===== src/rtl/dds_pkg.sv =====
// Shared DDFS definitions: octant encoding and dither LFSR constants.
// Used by phase_octant_fold, the sin/cos core and the octant antitransform.
package dds_pkg;

  localparam int OCT_W = 3;

  typedef enum logic [OCT_W-1:0] {
    OCT_0 = 3'd0,
    OCT_1 = 3'd1,
    OCT_2 = 3'd2,
    OCT_3 = 3'd3,
    OCT_4 = 3'd4,
    OCT_5 = 3'd5,
    OCT_6 = 3'd6,
    OCT_7 = 3'd7
  } oct_e;

  localparam logic [15:0] LFSR_SEED = 16'hACE1;
  // x^16 + x^14 + x^13 + x^11 + 1 -> bits 15, 13, 12, 10
  localparam logic [15:0] LFSR_TAPS = 16'hB400;

  function automatic logic [15:0] lfsr_step(input logic [15:0] s);
    return {s[14:0], ^(s & LFSR_TAPS)};
  endfunction

endpackage


===== src/rtl/octant_delay_line.sv =====
// Resettable DEPTH-stage shift register; carries {valid, octant} alongside
// the sin/cos core so the antitransform sees a matching octant.
module octant_delay_line #(
  parameter int DEPTH = 16,
  parameter int W     = 4
) (
  input  logic         clk,
  input  logic         rst,
  input  logic [W-1:0] d,
  output logic [W-1:0] q
);

  logic [W-1:0] sr [DEPTH];

  always_ff @(posedge clk) begin
    if (rst) begin
      for (int i = 0; i < DEPTH; i++) sr[i] <= '0;
    end else begin
      sr[0] <= d;
      for (int i = 1; i < DEPTH; i++) sr[i] <= sr[i-1];
    end
  end

  assign q = sr[DEPTH-1];

endmodule


===== src/rtl/phase_octant_fold.sv =====
// DDFS front end: phase accumulator, octant fold and latency-matched octant delay.
// Optional phase dither on the truncated bits when PHASE_DITHER_EN is defined.
module phase_octant_fold
  import dds_pkg::*;
#(
  parameter int ACC_W    = 32,
  parameter int FOLD_W   = 17,
  parameter int CORE_LAT = 16
) (
  input  logic              clk,
  input  logic              rst,
  input  logic              en,
  input  logic              phase_clr,
  input  logic [ACC_W-1:0]  fcw,
  input  logic              fcw_wr,
  output logic              fold_valid,
  output logic [FOLD_W-1:0] fold_ang,
  output logic [OCT_W-1:0]  fold_oct,
  output logic [OCT_W-1:0]  phi_r,
  output logic              phi_r_valid
);

  localparam int TRUNC_W = ACC_W - OCT_W - FOLD_W;

  logic [ACC_W-1:0]  acc;
  logic [ACC_W-1:0]  fcw_q;
  logic [ACC_W-1:0]  acc_s;
  logic              sample;
  logic [OCT_W-1:0]  oct;
  logic [FOLD_W-1:0] r;

  assign sample = en & ~phase_clr;

  always_ff @(posedge clk) begin
    if (rst) begin
      acc   <= '0;
      fcw_q <= '0;
    end else begin
      if (phase_clr) acc <= '0;
      else if (en)   acc <= acc + fcw_q;
      if (fcw_wr) fcw_q <= fcw;
    end
  end

`ifdef PHASE_DITHER_EN
  localparam int DITH_W = (TRUNC_W < 16) ? TRUNC_W : 16;
  localparam logic [ACC_W-1:0] DITH_MASK = ACC_W'((64'(1) << DITH_W) - 64'(1));

  logic [15:0] lfsr;

  always_ff @(posedge clk) begin
    if (rst)         lfsr <= LFSR_SEED;
    else if (sample) lfsr <= lfsr_step(lfsr);
  end

  // carry out of the dither add may ripple into r and oct
  assign acc_s = acc + (ACC_W'(lfsr) & DITH_MASK);
`else
  assign acc_s = acc;
`endif

  assign oct = acc_s[ACC_W-1 -: OCT_W];
  assign r   = FOLD_W'(acc_s >> TRUNC_W);

  always_ff @(posedge clk) begin
    if (rst) begin
      fold_valid <= 1'b0;
      fold_ang   <= '0;
      fold_oct   <= '0;
    end else begin
      fold_valid <= sample;
      if (sample) begin
        fold_oct <= oct;
        fold_ang <= oct[0] ? ~r : r;
      end
    end
  end

  // fold_oct holds during bubbles, so phi_r naturally keeps the last valid octant
  octant_delay_line #(
    .DEPTH (CORE_LAT),
    .W     (OCT_W + 1)
  ) u_delay (
    .clk (clk),
    .rst (rst),
    .d   ({fold_valid, fold_oct}),
    .q   ({phi_r_valid, phi_r})
  );

endmodule


===== config.mk =====
export PLATFORM = sky130hd
export DESIGN_NAME = phase_octant_fold
export DESIGN_NICKNAME = d
export VERILOG_FILES = /design/src/rtl/dds_pkg.sv /design/src/rtl/octant_delay_line.sv /design/src/rtl/phase_octant_fold.sv
export SDC_FILE = /design/constraint.sdc
export NUM_CORES = 1
export LEC_CHECK = 0
export ABC_AREA = 1
export CAP_MARGIN = 25
export CORE_MARGIN = 4
export CORE_UTILIZATION = 55
export DETAILED_ROUTE_END_ITERATION = 8
export HOLD_SLACK_MARGIN = 0.1
export PLACE_DENSITY = 0.76
export SLEW_MARGIN = 20
export SYNTH_ARGS = -nofsm -noshare
export SYNTH_HDL_FRONTEND = slang
export SYNTH_SLANG_ARGS = --single-unit
export TNS_END_PERCENT = 1

===== constraint.sdc =====
create_clock -name clk -period 2.25 [get_ports clk]
set_input_delay 0.45 -clock clk [delete_from_list [all_inputs] [get_ports clk]]
set_output_delay 0.45 -clock clk [all_outputs]
set_load 0.03 [all_outputs]

==> summary.log, run 1 <==
INFO  route          routed_wire_length_per_instance=12.24µm
INFO  floorplanning  ios=62
INFO  worst_setup_path critPathLaunch=acc[8]
INFO  logic_synthesis synthesis.instances=1113
INFO  route          drc=0
INFO  grt            number_of_global_route_vias_before_repair=5934
INFO  layout         area_growth=18.83%
INFO  min_path       timing.hold.worst.start=u_delay.sr[1][12]
INFO  grt            grt_overflow=0
INFO  grt            wire_length_of_the_first_global_routing_pass=27370µm
INFO  timing         timing.final.ws_setup=0.2638ns
INFO  logic_synthesis synth-edff-count=0
INFO  logic_synthesis yosysWarnings=0
INFO  timing         final.period_utilization=88.28%
INFO  floorplanning  floorplan.die.width=123.4µm
INFO  logic_synthesis ys_async_sr_fraction=0%
INFO  timing         timing.max_slew.rel_slack=59.62%
INFO  clocking       ctsHtreeMaxLevel=4
INFO  logic_synthesis ys_top_cells_by_area=sky130_fd_sc_hd__dfxtp_1 (41%), sky130_fd_sc_hd__nand2_1 (12%), sky130_fd_sc_hd__inv_1 (11%)
INFO  timing         timing.final.hold_violations=0
INFO  logic_synthesis netlist.top_cell.by_area=sky130_fd_sc_hd__dfxtp_1
INFO  logic_synthesis syn_nets=1182
INFO  route          vias=6449
INFO  layout         post_route_cells_drive_above_1_share=5.263%
INFO  grt            largest_net_degree_at_the_start_of_global_routing=66
INFO  floorplanning  die_y=123.4µm
INFO  grt            antenna_found_initial=0
INFO  timing         finalWorstPathRequiredPeriod=1.986ns
INFO  grt            grt_usage=22.80%
INFO  floorplanning  core_region_area=12820µm²
INFO  logic_synthesis synth.avg_cell_area=6.584µm²
INFO  timing         skew=0.005201ns
INFO  place          estimated_wirelength_of_the_detail_placed_design=11980µm
INFO  logic_synthesis synth_top_cells_by_count=sky130_fd_sc_hd__nand2_1 (242), sky130_fd_sc_hd__inv_1 (223), sky130_fd_sc_hd__nor2_1 (207), sky130_fd_sc_hd__dfxtp_1 (149), sky130_fd_sc_hd__o21ai_0 (65)
INFO  place          globalplace.congestion=0.9290
INFO  route          vias_per_cell=4.777
INFO  worst_setup_path criticalPathCategory=reg2reg
INFO  layout         fin_area=8708µm²
INFO  layout         diodes=0
INFO  worst_setup_path worst-endpoint-arrival=2.31ns
INFO  clocking       post_cts_hold_buffer_count=0
INFO  worst_setup_path critical_path.endpoint_type=register
INFO  floorplanning  floorplan.die_area=15240µm²
INFO  logic_synthesis post-synth-top-area-fraction=40.70%
INFO  logic_synthesis share_of_synthesized_area_occupied_by_flip_flops_and_latches=40.70%
INFO  timing         fmaxAchievable=0.5035GHz
INFO  timing         timing.setup.tns=0ns
INFO  place          port-buffer-count=61
INFO  power_and_ir_drop power.density=755.8nW/µm²
INFO  clocking       clock_tree.buffer_depth=2
INFO  logic_synthesis synth.most_common_cell=sky130_fd_sc_hd__nand2_1
INFO  logic_synthesis yosys.cell_types.count=28
INFO  power_and_ir_drop leakage=0.004423µW
INFO  worst_setup_path startpoint_of_the_most_critical_register_to_register_path=acc[8]
INFO  clocking       clk-insertion-delay-late=0.43ns
INFO  layout         num-nets-final=1237
INFO  worst_setup_path crit_fanout=4
INFO  power_and_ir_drop power.total=6582µW
INFO  logic_synthesis synth_top_flop_cell=sky130_fd_sc_hd__dfxtp_1
INFO  timing         final-setup-viol-count=0
INFO  power_and_ir_drop power.ir.vdd_worst=430.2µV
INFO  logic_synthesis synth_seq_cells=149
INFO  floorplanning  std_cell_rows=41
INFO  worst_setup_path worst_ep_required_time=2.57ns
INFO  clocking       number_of_buffers_added_by_the_clock_tree_synthesis_step=17
INFO  clocking       clock-root-buffer=sky130_fd_sc_hd__clkbuf_16
INFO  place          placedInstanceArea=8078µm²
INFO  place          pre_cts_slack=0.2058ns
INFO  route          initialDrtViolationCount=478
INFO  clocking       clkSlewWorstSetupHoldPaths=0.06ns
INFO  timing         setup_repair_after_global_routing_missed_its_margin=false
INFO  floorplanning  initial_utilization=57.14%
INFO  route          postRouteWirelength=16520µm
INFO  outcome        outcome=finished clean
INFO  timing         worstMarginPinSlew=0.6056ns
INFO  timing         final-max-slew-violation-count=0
INFO  clocking       cts_tree=done
INFO  route          number_of_iterations_in_the_first_detailed_routing_pass=7
INFO  logic_synthesis synth.cell_area=7328µm²
INFO  route          drtAntennaViolNets=0
INFO  worst_setup_path critical_path.startpoint_type=register
INFO  job            cap_viol_max_count=0
INFO  min_path       holdCritPathClass=reg2reg
INFO  clocking       numClockSinks=149
-- critical path, stage by stage, from the launching register on --
cell and delay [ns]:
sky130_fd_sc_hd__dfxtp_1 0.32, sky130_fd_sc_hd__ha_1 0.35, sky130_fd_sc_hd__nand2_1 0.19, sky130_fd_sc_hd__inv_1 0.06
sky130_fd_sc_hd__nand2_1 0.06, sky130_fd_sc_hd__nand2_1 0.07, sky130_fd_sc_hd__inv_1 0.07, sky130_fd_sc_hd__nand3_1 0.23
sky130_fd_sc_hd__nand2_1 0.14, sky130_fd_sc_hd__nand2_1 0.08, sky130_fd_sc_hd__nand2_1 0.06, sky130_fd_sc_hd__nand2_1 0.04
sky130_fd_sc_hd__o21ai_0 0.15, sky130_fd_sc_hd__inv_1 0.05
-- flip-flops by register name, summed over array words and instances (netlist names) --
signal / count
fold_oct: 3
acc: 32
u_delay.sr: 64
fold_valid: 1
fold_ang: 17
fcw_q: 32
-- cell usage in the layout (no fill, tap or decap) --
cell,instances
sky130_fd_sc_hd__nand2_1,242
sky130_fd_sc_hd__inv_1,223
sky130_fd_sc_hd__nor2_1,207
sky130_fd_sc_hd__dfxtp_1,149
sky130_fd_sc_hd__o21ai_0,65
sky130_fd_sc_hd__a21oi_1,63
sky130_fd_sc_hd__clkdlybuf4s50_1,60
sky130_fd_sc_hd__nand3_1,40
sky130_fd_sc_hd__ha_1,31
sky130_fd_sc_hd__clkbuf_16,17
sky130_fd_sc_hd__xor2_1,14
sky130_fd_sc_hd__buf_4,13
sky130_fd_sc_hd__nand2_2,9
sky130_fd_sc_hd__xnor2_1,9
sky130_fd_sc_hd__bufinv_16,5
sky130_fd_sc_hd__nor2_2,4
sky130_fd_sc_hd__o21bai_1,3
sky130_fd_sc_hd__nand4_1,3
sky130_fd_sc_hd__nand3_2,2
sky130_fd_sc_hd__and2_1,2
sky130_fd_sc_hd__clkinv_2,2
sky130_fd_sc_hd__clkinv_4,2
sky130_fd_sc_hd__inv_6,2
sky130_fd_sc_hd__inv_2,1
sky130_fd_sc_hd__or2_2,1
sky130_fd_sc_hd__o21ai_1,1
sky130_fd_sc_hd__nor3_1,1
sky130_fd_sc_hd__nand3b_1,1
sky130_fd_sc_hd__clkinv_1,1
sky130_fd_sc_hd__nor3_2,1
sky130_fd_sc_hd__a21o_1,1
sky130_fd_sc_hd__fa_2,1
sky130_fd_sc_hd__clkinvlp_4,1
sky130_fd_sc_hd__buf_2,1
-- per-stage QoR --
stage / instances / hold WS (ns) / utilization (%)
6_report: 1350 / 0.4010 / 67.90
5_1_grt: 1350 / 0.4144 / 67.90
4_1_cts: 1350 / 0.4036 / 67.88
3_5_place_dp: 1321 / 0.3951 / 62.99
3_3_place_gp: 1321 / 0.3885 / 62.99
2_1_floorplan: 1113 / 0.3883 / -
-- power breakdown --
group          switching, µW  total, µW  internal (µW)
combinational            429        712            283
sequential              62.4       2800           2730
clock                   1120       3070           1950
total                   1610       6580           4970
-- layer usage --
| layer | vias to the layer above | share of wire (%) | track usage [%] |
|---|---|---|---|
| met4 | 0 | 2.5 | 9.273 |
| met1 | 2832 | 49 | 30.37 |
| li1 | 3442 | - | - |
| met3 | 35 | 4.8 | 4.575 |
| met5 | - | 0 | 0 |
| met2 | 140 | 44 | 36.26 |
-- logic make-up (layout without fill, tap and decap cells) --
group | after synthesis | in the layout | synth area share (%)
flops | 149 | 149 | 40.70
compound gates | 133 | 133 | 9.220
simple gates | 513 | 513 | 27.93
buf+inv | 263 | 328 | 13.83
xor+xnor | 23 | 23 | 2.749
fa+ha+maj | 32 | 32 | 5.566
-- worst paths after layout --
check / to / cells past startpoint / slack, ns
max: acc[17] / 13 / 0.26
min: u_delay.sr[1][16] / 2 / 0.40
max reg2reg: acc[17] / 13 / 0.26
min reg2reg: u_delay.sr[1][16] / 2 / 0.40
-- layout make-up --
class / count / area [µm²]
Inverter: 225 / 844.6
Tap cell: 172 / 215.2
Sequential cell: 149 / 2983
Multi-Input combinational cell: 701 / 3334
Fill cell: 1150 / 4116
Clock buffer: 17 / 425.4
Clock inverter: 12 / 202.7
Timing Repair Buffer: 74 / 703.2
-- timing repair --
action	4_1_cts	5_1_grt
setup endpoints to repair	0	1
gates resized for setup	0	1
buffers inserted	0	0
No activity file was read; power rests on OpenSTA's default activity.
==> inputs of run 2 (changes only) <==
Settings changed: CORE_UTILIZATION 55 to 53, PLACE_DENSITY 0.76 to 0.77.
Clock period 2.25 ns to 1.8 ns, I/O delays scaled along.
==> run 2 against run 1 <==
The flow now finishes with violations (negative setup slack). Sequential power up 26%. Fmax grew 6.9%. Die area increased by 3.5%. Critical path type unchanged. Highest routed layer unchanged.
==> summary.log, run 2 (same netlist as run 1, synthesis figures left out) <==
INFO  layout         num-nets-final=1267 [+2.4%]
INFO  power_and_ir_drop leakage=0.004786µW [+8.2%]
INFO  layout         largest-register=u_delay.sr
INFO  floorplanning  die_y=125.6µm [+1.7%]
INFO  place          globalplace.congestion=0.9367 [+0.83%]
INFO  floorplanning  core_region_area=13400µm² [+4.5%]
INFO  layout         largest_register_ffs=64 [unchanged]
INFO  worst_setup_path critical_path.startpoint_type=register
INFO  min_path       timing.hold.worst.start=rst
INFO  grt            grt_overflow=0 [unchanged]
INFO  outcome        outcome=finished, violations left
INFO  layout         biggestRegsByFlops=u_delay.sr (64), acc (32), fcw_q (32)
INFO  place          port-buffer-count=61 [unchanged]
INFO  grt            grt_usage=22.21% [-0.59 points]
INFO  timing         final-max-slew-violation-count=0 [unchanged]
INFO  layout         layout.cells.most_common=sky130_fd_sc_hd__inv_1
INFO  min_path       holdCritPathClass=in2reg
INFO  worst_setup_path r2r_end=acc[16]
INFO  grt            wire_length_of_the_first_global_routing_pass=28610µm [+4.5%]
INFO  clocking       clk-insertion-delay-late=0.43ns [about the same]
INFO  route          initialDrtViolationCount=388 [-19%]
INFO  outcome        failed_checks=negative setup slack
INFO  grt            antenna_found_initial=0 [unchanged]
INFO  route          drtAntennaViolNets=0 [unchanged]
INFO  min_path       whs_endpoint=u_delay.sr[1][22]
INFO  layout         layout_common_cells=sky130_fd_sc_hd__inv_1 (223), sky130_fd_sc_hd__nand2_1 (214), sky130_fd_sc_hd__nor2_1 (196), sky130_fd_sc_hd__dfxtp_1 (134), sky130_fd_sc_hd__o21ai_0 (59)
INFO  power_and_ir_drop power.ir.vdd_worst=683.7µV [+59%]
INFO  layout         num-fill-cells=1141 [-0.78%]
INFO  layout         diodes=0 [unchanged]
INFO  floorplanning  initial_utilization=54.69% [-2.5 points]
INFO  route          number_of_iterations_in_the_first_detailed_routing_pass=5 [-2]
INFO  route          vias_per_cell=4.861 [+1.8%]
INFO  clocking       ctsHtreeMaxLevel=4 [unchanged]
INFO  grt            number_of_global_route_vias_before_repair=6227 [+4.9%]
INFO  timing         final-setup-viol-count=2 [+2]
INFO  worst_setup_path r2r_cells=12 [-1]
INFO  layout         area_growth=29.25%
INFO  clocking       post_cts_hold_buffer_count=0 [unchanged]
INFO  place          estimated_wirelength_of_the_detail_placed_design=12500µm [+4.4%]
INFO  timing         setup_repair_after_global_routing_missed_its_margin=true
INFO  floorplanning  floorplan.die.width=125.6µm [+1.7%]
INFO  worst_setup_path worst_ep_required_time=2.12ns [-0.45 ns]
INFO  timing         timing.max_slew.rel_slack=73.42% [+14 points]
INFO  route          postRouteWirelength=18290µm [+11%]
INFO  route          drc=0 [unchanged]
INFO  clocking       clock_tree.buffer_depth=2 [unchanged]
INFO  clocking       number_of_buffers_added_by_the_clock_tree_synthesis_step=17 [unchanged]
INFO  floorplanning  floorplan.die_area=15770µm² [+3.5%]
INFO  layout         post_route_cells_drive_above_1_share=15.55% [+10 points]
INFO  grt            largest_net_degree_at_the_start_of_global_routing=44 [-33%]
INFO  power_and_ir_drop power.density=857.4nW/µm² [+13%]
INFO  timing         skew=0.008204ns [+0.003003 ns]
INFO  timing         finalWorstPathRequiredPeriod=1.859ns [-0.1277 ns]
INFO  worst_setup_path crit_fanout=3 [-1]
INFO  worst_setup_path critical_path.endpoint_type=register
INFO  timing         fmaxAchievable=0.5381GHz [+6.9%]
INFO  worst_setup_path worst_r2r_setup_slack=-0.06ns [-0.32 ns]
INFO  floorplanning  ios=62 [unchanged]
INFO  timing         final.period_utilization=103.3% [+15 points]
INFO  place          pre_cts_slack=-0.07081ns [-0.2766 ns]
INFO  min_path       whs_path_depth=3 [+1]
INFO  worst_setup_path startpoint_of_the_most_critical_register_to_register_path=fcw_q[0]
INFO  place          place_inst=1354 [+2.5%]
INFO  route          routed_wire_length_per_instance=13.21µm [+7.9%]
INFO  timing         worstMarginPinSlew=0.3987ns [-0.2069 ns]
INFO  worst_setup_path criticalPathCategory=reg2reg
INFO  clocking       clkSlewWorstSetupHoldPaths=0.06ns [about the same]
INFO  worst_setup_path worst-endpoint-arrival=2.18ns [-0.13 ns]
INFO  clocking       clock-root-buffer=sky130_fd_sc_hd__clkbuf_16
INFO  job            cap_viol_max_count=0 [unchanged]
INFO  route          vias=6733 [+4.4%]
INFO  clocking       cts_tree=done
INFO  layout         final_cell_count_no_fill=1385 [+2.6%]
INFO  power_and_ir_drop power.total=8121µW [+23%]
INFO  floorplanning  std_cell_rows=42 [+2.4%]
INFO  clocking       numClockSinks=149 [unchanged]
INFO  timing         timing.final.hold_violations=0 [unchanged]
INFO  timing         timing.final.ws_setup=-0.05854ns [-0.3223 ns]
[run 2: worst max-delay path by stage]
stage                  start  slack (ns)  cells past startpoint            to
detailed placement        en       -0.07                      6  fold_ang[15]
global route          acc[0]       -0.13                     12       acc[16]
global placement          en       -0.09                      7   fold_ang[1]
finish              fcw_q[0]       -0.06                     12       acc[16]
CTS                   acc[0]      -0.008                     13       acc[30]
floorplan             acc[0]        0.03                     12       acc[20]
[run 2: timing repair]
item                       CTS  global route
pin swaps                    0            16
setup endpoints to repair   31            30
setup buffers                0             1
gates resized for setup     24           116
[run 2: stage by stage]
| step | hold WS, ns | cell area (µm²) | util [%] | setup TNS (ns) |
|---|---|---|---|---|
| 2_1_floorplan | 0.3883 | 7328 | - | 0 |
| 3_3_place_gp | 0.3886 | 8353 | 62.33 | -1.080 |
| 3_5_place_dp | 0.3943 | 8353 | 62.33 | -1.061 |
| 4_1_cts | 0.3871 | 8944 | 66.74 | -0.007761 |
| 5_1_grt | 0.3982 | 9472 | 70.68 | -1.148 |
| 6_report | 0.3991 | 9472 | 70.68 | -0.07087 |
[run 2: layer usage]
layer	GRT usage, %	vias to the layer above	part of all wire (%)
li1	-	3505	-
met3	5.245	33	5.1
met4	7.972	0	2.3
met1	28.67	3019	45
met2	36.38	176	47
met5	0	-	0
[run 2: area by class of cell]
class                   instances  area (µm²)  area share [%]
well taps                     176       220.2           2.325
repair buffers                104       973.4           10.28
inverters                     225       844.6           8.917
clock buffers                  18       439.2           4.637
multi-input cells             701        3847           40.62
clock inverters                12       145.1           1.532
flip-flops and latches        149        3002           31.69
[run 2: power breakdown]
group          internal, µW  leakage (µW)  switching [µW]
sequential             3420       0.00122            96.0
combinational           472       0.00328             602
clock                  2090      0.000280            1440
total                  5980       0.00479            2140
[run 2: worst max-delay path, stage by stage (launching register included)]
cell	delay [ns]
sky130_fd_sc_hd__dfxtp_2	0.33
sky130_fd_sc_hd__ha_4	0.16
sky130_fd_sc_hd__fa_2	0.37
sky130_fd_sc_hd__nand3_1	0.12
sky130_fd_sc_hd__nand3_2	0.12
sky130_fd_sc_hd__nand2_1	0.13
sky130_fd_sc_hd__nand2_2	0.09
sky130_fd_sc_hd__nand2_1	0.07
sky130_fd_sc_hd__nand2_1	0.07
sky130_fd_sc_hd__nand2_1	0.06
sky130_fd_sc_hd__nand2_1	0.05
sky130_fd_sc_hd__o21ai_1	0.12
sky130_fd_sc_hd__inv_1	0.05
==> inputs of run 3 (changes only) <==
Settings changed: MAX_ROUTING_LAYER set to met4, SLEW_MARGIN 20 to 25.
==> run 3 against run 2 <==
The flow now finishes without violations. First-iteration DRC count is 9.5% higher. Sequential share of layout area is 0.33 points higher. Fmax is 4.8% higher. Flip-flop and latch count stayed put. Combinational power hardly changed. Die area stayed put. Worst hold slack worse by 0.012 ns. Highest routed layer unchanged. Clock skew hardly changed. Critical path depth is 1 higher. Critical path type unchanged. Worst setup slack better by 0.085 ns. Register-to-register slack better by 0.09 ns. Final cell count is 0.29% higher.
==> summary.log, run 3 (same netlist as run 1, synthesis figures left out) <==
INFO  floorplanning  die_y=125.6µm [unchanged]
INFO  grt            met2_track_demand_over_resource_in_global_routing=36.22% [-0.16 points]
INFO  place          estimated_wirelength_of_the_detail_placed_design=12550µm [+0.35%]
INFO  grt            wire_length_of_the_first_global_routing_pass=28750µm [+0.51%]
INFO  timing         skew=0.008387ns [+0.0001828 ns]
INFO  place          placedInstanceArea=8361µm² [about the same]
INFO  place          port-buffer-count=61 [unchanged]
INFO  route          number_of_iterations_in_the_first_detailed_routing_pass=6 [+1]
INFO  floorplanning  floorplan.die_area=15770µm² [unchanged]
INFO  power_and_ir_drop internal_power=5902µW [-1.3%]
INFO  worst_setup_path r2r_end=acc[22]
INFO  clocking       clock_tree.buffer_depth=2 [unchanged]
INFO  job            cap_viol_max_count=0 [unchanged]
INFO  timing         finalWorstPathRequiredPeriod=1.774ns [-0.08502 ns]
INFO  worst_setup_path critical_path.startpoint_type=register
INFO  route          vias=6694 [-0.58%]
INFO  min_path       timing.hold.worst.start=rst
INFO  clocking       clk-insertion-delay-late=0.43ns [about the same]
INFO  power_and_ir_drop p_clk_share=43.7% [+0.2 points]
INFO  route          initialDrtViolationCount=425 [+9.5%]
INFO  route          vias_per_cell=4.819 [-0.87%]
INFO  layout         num-nets-final=1269 [+0.16%]
INFO  worst_setup_path critical_path.endpoint_type=register
INFO  worst_setup_path worst_r2r_setup_slack=0.03ns [+0.09 ns]
INFO  grt            globalRouteMet1Util=29.63% [+0.96 points]
INFO  clocking       clock-root-buffer=sky130_fd_sc_hd__clkbuf_16
INFO  clocking       ctsHtreeMaxLevel=4 [unchanged]
INFO  worst_setup_path startpoint_of_the_most_critical_register_to_register_path=fcw_q[0]
INFO  power_and_ir_drop power.ir.vdd_worst=612.7µV [-10%]
INFO  timing         setup_repair_after_global_routing_missed_its_margin=true
INFO  clocking       number_of_buffers_added_by_the_clock_tree_synthesis_step=17 [unchanged]
INFO  timing         hold-worst-slack=0.3873ns [-0.01180 ns]
INFO  route          routed_wire_length_per_instance=12.84µm [-2.8%]
INFO  floorplanning  ios=62 [unchanged]
INFO  clocking       clkSlewWorstSetupHoldPaths=0.06ns [about the same]
INFO  layout         diodes=0 [unchanged]
INFO  power_and_ir_drop share_comb_of_total_power=13.0% [-0.2 points]
INFO  clocking       post_cts_hold_buffer_count=0 [unchanged]
INFO  power_and_ir_drop netSwitchingFraction=27.26% [+0.89 points]
INFO  layout         layout.cells.most_common=sky130_fd_sc_hd__inv_1
INFO  timing         timing.final.hold_violations=0 [unchanged]
INFO  min_path       whs_endpoint=u_delay.sr[1][24]
INFO  route          postRouteWirelength=17840µm [-2.5%]
INFO  min_path       holdCritPathClass=in2reg
INFO  place          globalplace.congestion=0.9525 [+1.7%]
INFO  grt            grt_usage=22.90% [+0.69 points]
INFO  clocking       numClockSinks=149 [unchanged]
INFO  worst_setup_path crit_path_cell_trace=ha_4, fa_2, buf_6, nand2_2, nand3_2, nand2_2, nand2_4, nand2_2, nand2_1, nand2_1, nand3_1, nand2_1, inv_1
INFO  layout         fin_area=9379µm² [-0.98%]
INFO  grt            number_of_global_route_vias_before_repair=6153 [-1.2%]
INFO  timing         timing.final.ws_setup=0.02648ns [+0.08502 ns]
INFO  worst_setup_path criticalPathCategory=reg2reg
INFO  worst_setup_path crit_fanout=3 [unchanged]
INFO  place          pre_cts_slack=-0.1352ns [-0.06439 ns]
INFO  layout         largest_register_ffs=64 [unchanged]
INFO  worst_setup_path cpPeakStageDelay=0.38ns [about the same]
INFO  floorplanning  core_region_area=13400µm² [unchanged]
INFO  layout         post_route_cells_drive_above_1_share=15.66% [+0.11 points]
INFO  route          drtAntennaViolNets=0 [unchanged]
INFO  grt            grt_use_met3=4.563% [-0.68 points]
INFO  clocking       cts_tree=done
INFO  timing         worstMarginPinSlew=0.4002ns [+0.001508 ns]
INFO  timing         final.period_utilization=98.53% [-4.7 points]
INFO  floorplanning  floorplan.die.width=125.6µm [unchanged]
INFO  grt            grt_overflow=0 [unchanged]
INFO  floorplanning  std_cell_rows=42 [unchanged]
INFO  route          drc=0 [unchanged]
INFO  grt            antenna_found_initial=0 [unchanged]
INFO  outcome        outcome=finished clean
INFO  timing         fmaxAchievable=0.5639GHz [+4.8%]
INFO  layout         area_growth=27.98%
INFO  layout         layout_common_cells=sky130_fd_sc_hd__inv_1 (223), sky130_fd_sc_hd__nand2_1 (221), sky130_fd_sc_hd__nor2_1 (189), sky130_fd_sc_hd__dfxtp_1 (133), sky130_fd_sc_hd__o21ai_0 (59)
INFO  min_path       whs_path_depth=3 [unchanged]
INFO  worst_setup_path worst-endpoint-arrival=2.10ns [-0.08 ns]
INFO  power_and_ir_drop leakage=0.004735µW [-1.1%]
INFO  timing         timing.max_slew.rel_slack=73.32% [-0.10 points]
INFO  grt            globalRoute.busiestLayer=met2
INFO  timing         final-setup-viol-count=0 [-2]
INFO  floorplanning  initial_utilization=54.69% [unchanged]
INFO  timing         timing.setup.tns=0ns [+0.07087 ns]
INFO  timing         final-max-slew-violation-count=0 [unchanged]
INFO  worst_setup_path critPathSlowestCell=sky130_fd_sc_hd__fa_2
INFO  worst_setup_path worst_ep_required_time=2.13ns [about the same]
INFO  power_and_ir_drop netSwitchingPower=2212µW [+3.3%]
INFO  grt            largest_net_degree_at_the_start_of_global_routing=44 [unchanged]
INFO  layout         postLayoutCoreUtil=69.99% [-0.69 points]
INFO  layout         largest-register=u_delay.sr
INFO  layout         biggestRegsByFlops=u_delay.sr (64), acc (32), fcw_q (32)
INFO  power_and_ir_drop power.density=865.1nW/µm² [+0.89%]
INFO  power_and_ir_drop proportion_of_power_drawn_by_flip_flops_and_latches=43.3% [about the same]
INFO  worst_setup_path r2r_cells=13 [+1]
==> run 3: changes by cell type in the layout (fill, tap and decap cells not counted), sizes merged, moves of 2 or more <==
cell           change
inv                +4
buf                +2
clkdlybuf4s50      +2
dlymetal6s2s       -2
==> run 3: through the flow <==
step                      total power (µW)  instances
after CTS                             8036       1387
after global routing                  8418       1389
final                                 8114       1389
after global placement                4519       1355
after detailed placement              4532       1355
after floorplan                       4144       1113
==> run 3: final cells by class <==
cell class              count  area, µm²
fillers                  1136       4021
multi-input cells         701       3744
flip-flops and latches    149       3003
repair buffers            106      979.7
inverters                 225      844.6
clock buffers              19      452.9
well taps                 176      220.2
clock inverters            13      135.1
==> run 3: worst max-delay path, delay by kind of cell, from the launching register on <==
family / cells / cell delay (ns)
adders and majority gates: 2 / 0.54
buffers and inverters: 2 / 0.17
DFF: 1 / 0.33
and+or+nand+nor: 9 / 0.63
==> run 3: power groups by stage <==
stage / clock network, µW / logic [µW] / registers, µW
2_1_floorplan: 0 / 545 / 3600
3_3_place_gp: 0 / 959 / 3560
3_5_place_dp: 0 / 971 / 3560
4_1_cts: 3580 / 966 / 3490
5_1_grt: 3730 / 1170 / 3520
6_report: 3550 / 1060 / 3510
==> run 3: how the worst max path moves through the flow <==
stage | startpoint | endpoint | slack [ns] | cells after the start
finish | fcw_q[0] | acc[22] | 0.03 | 13
global route | fcw_q[0] | acc[22] | -0.08 | 13
CTS | acc[13] | acc[31] | 0.002 | 13
detailed placement | en | fold_ang[0] | -0.14 | 7
global placement | en | fold_ang[0] | -0.10 | 7
floorplan | acc[0] | acc[20] | 0.03 | 12
==> run 3: per-layer routing <==
metal / routed length [µm] / vias to the layer above / share of wire [%]
li1: - / 3511 / -
met3: 835 / 29 / 4.7
met5: 0 / - / 0
met4: 250 / 0 / 1.4
met2: 8309 / 152 / 47
met1: 8441 / 3002 / 47
==> run 3: repair_timing <==
action,CTS,global route
endpoints found under the setup margin,29,28
gates resized for setup,25,104
setup buffers,0,2
pin swaps,1,9
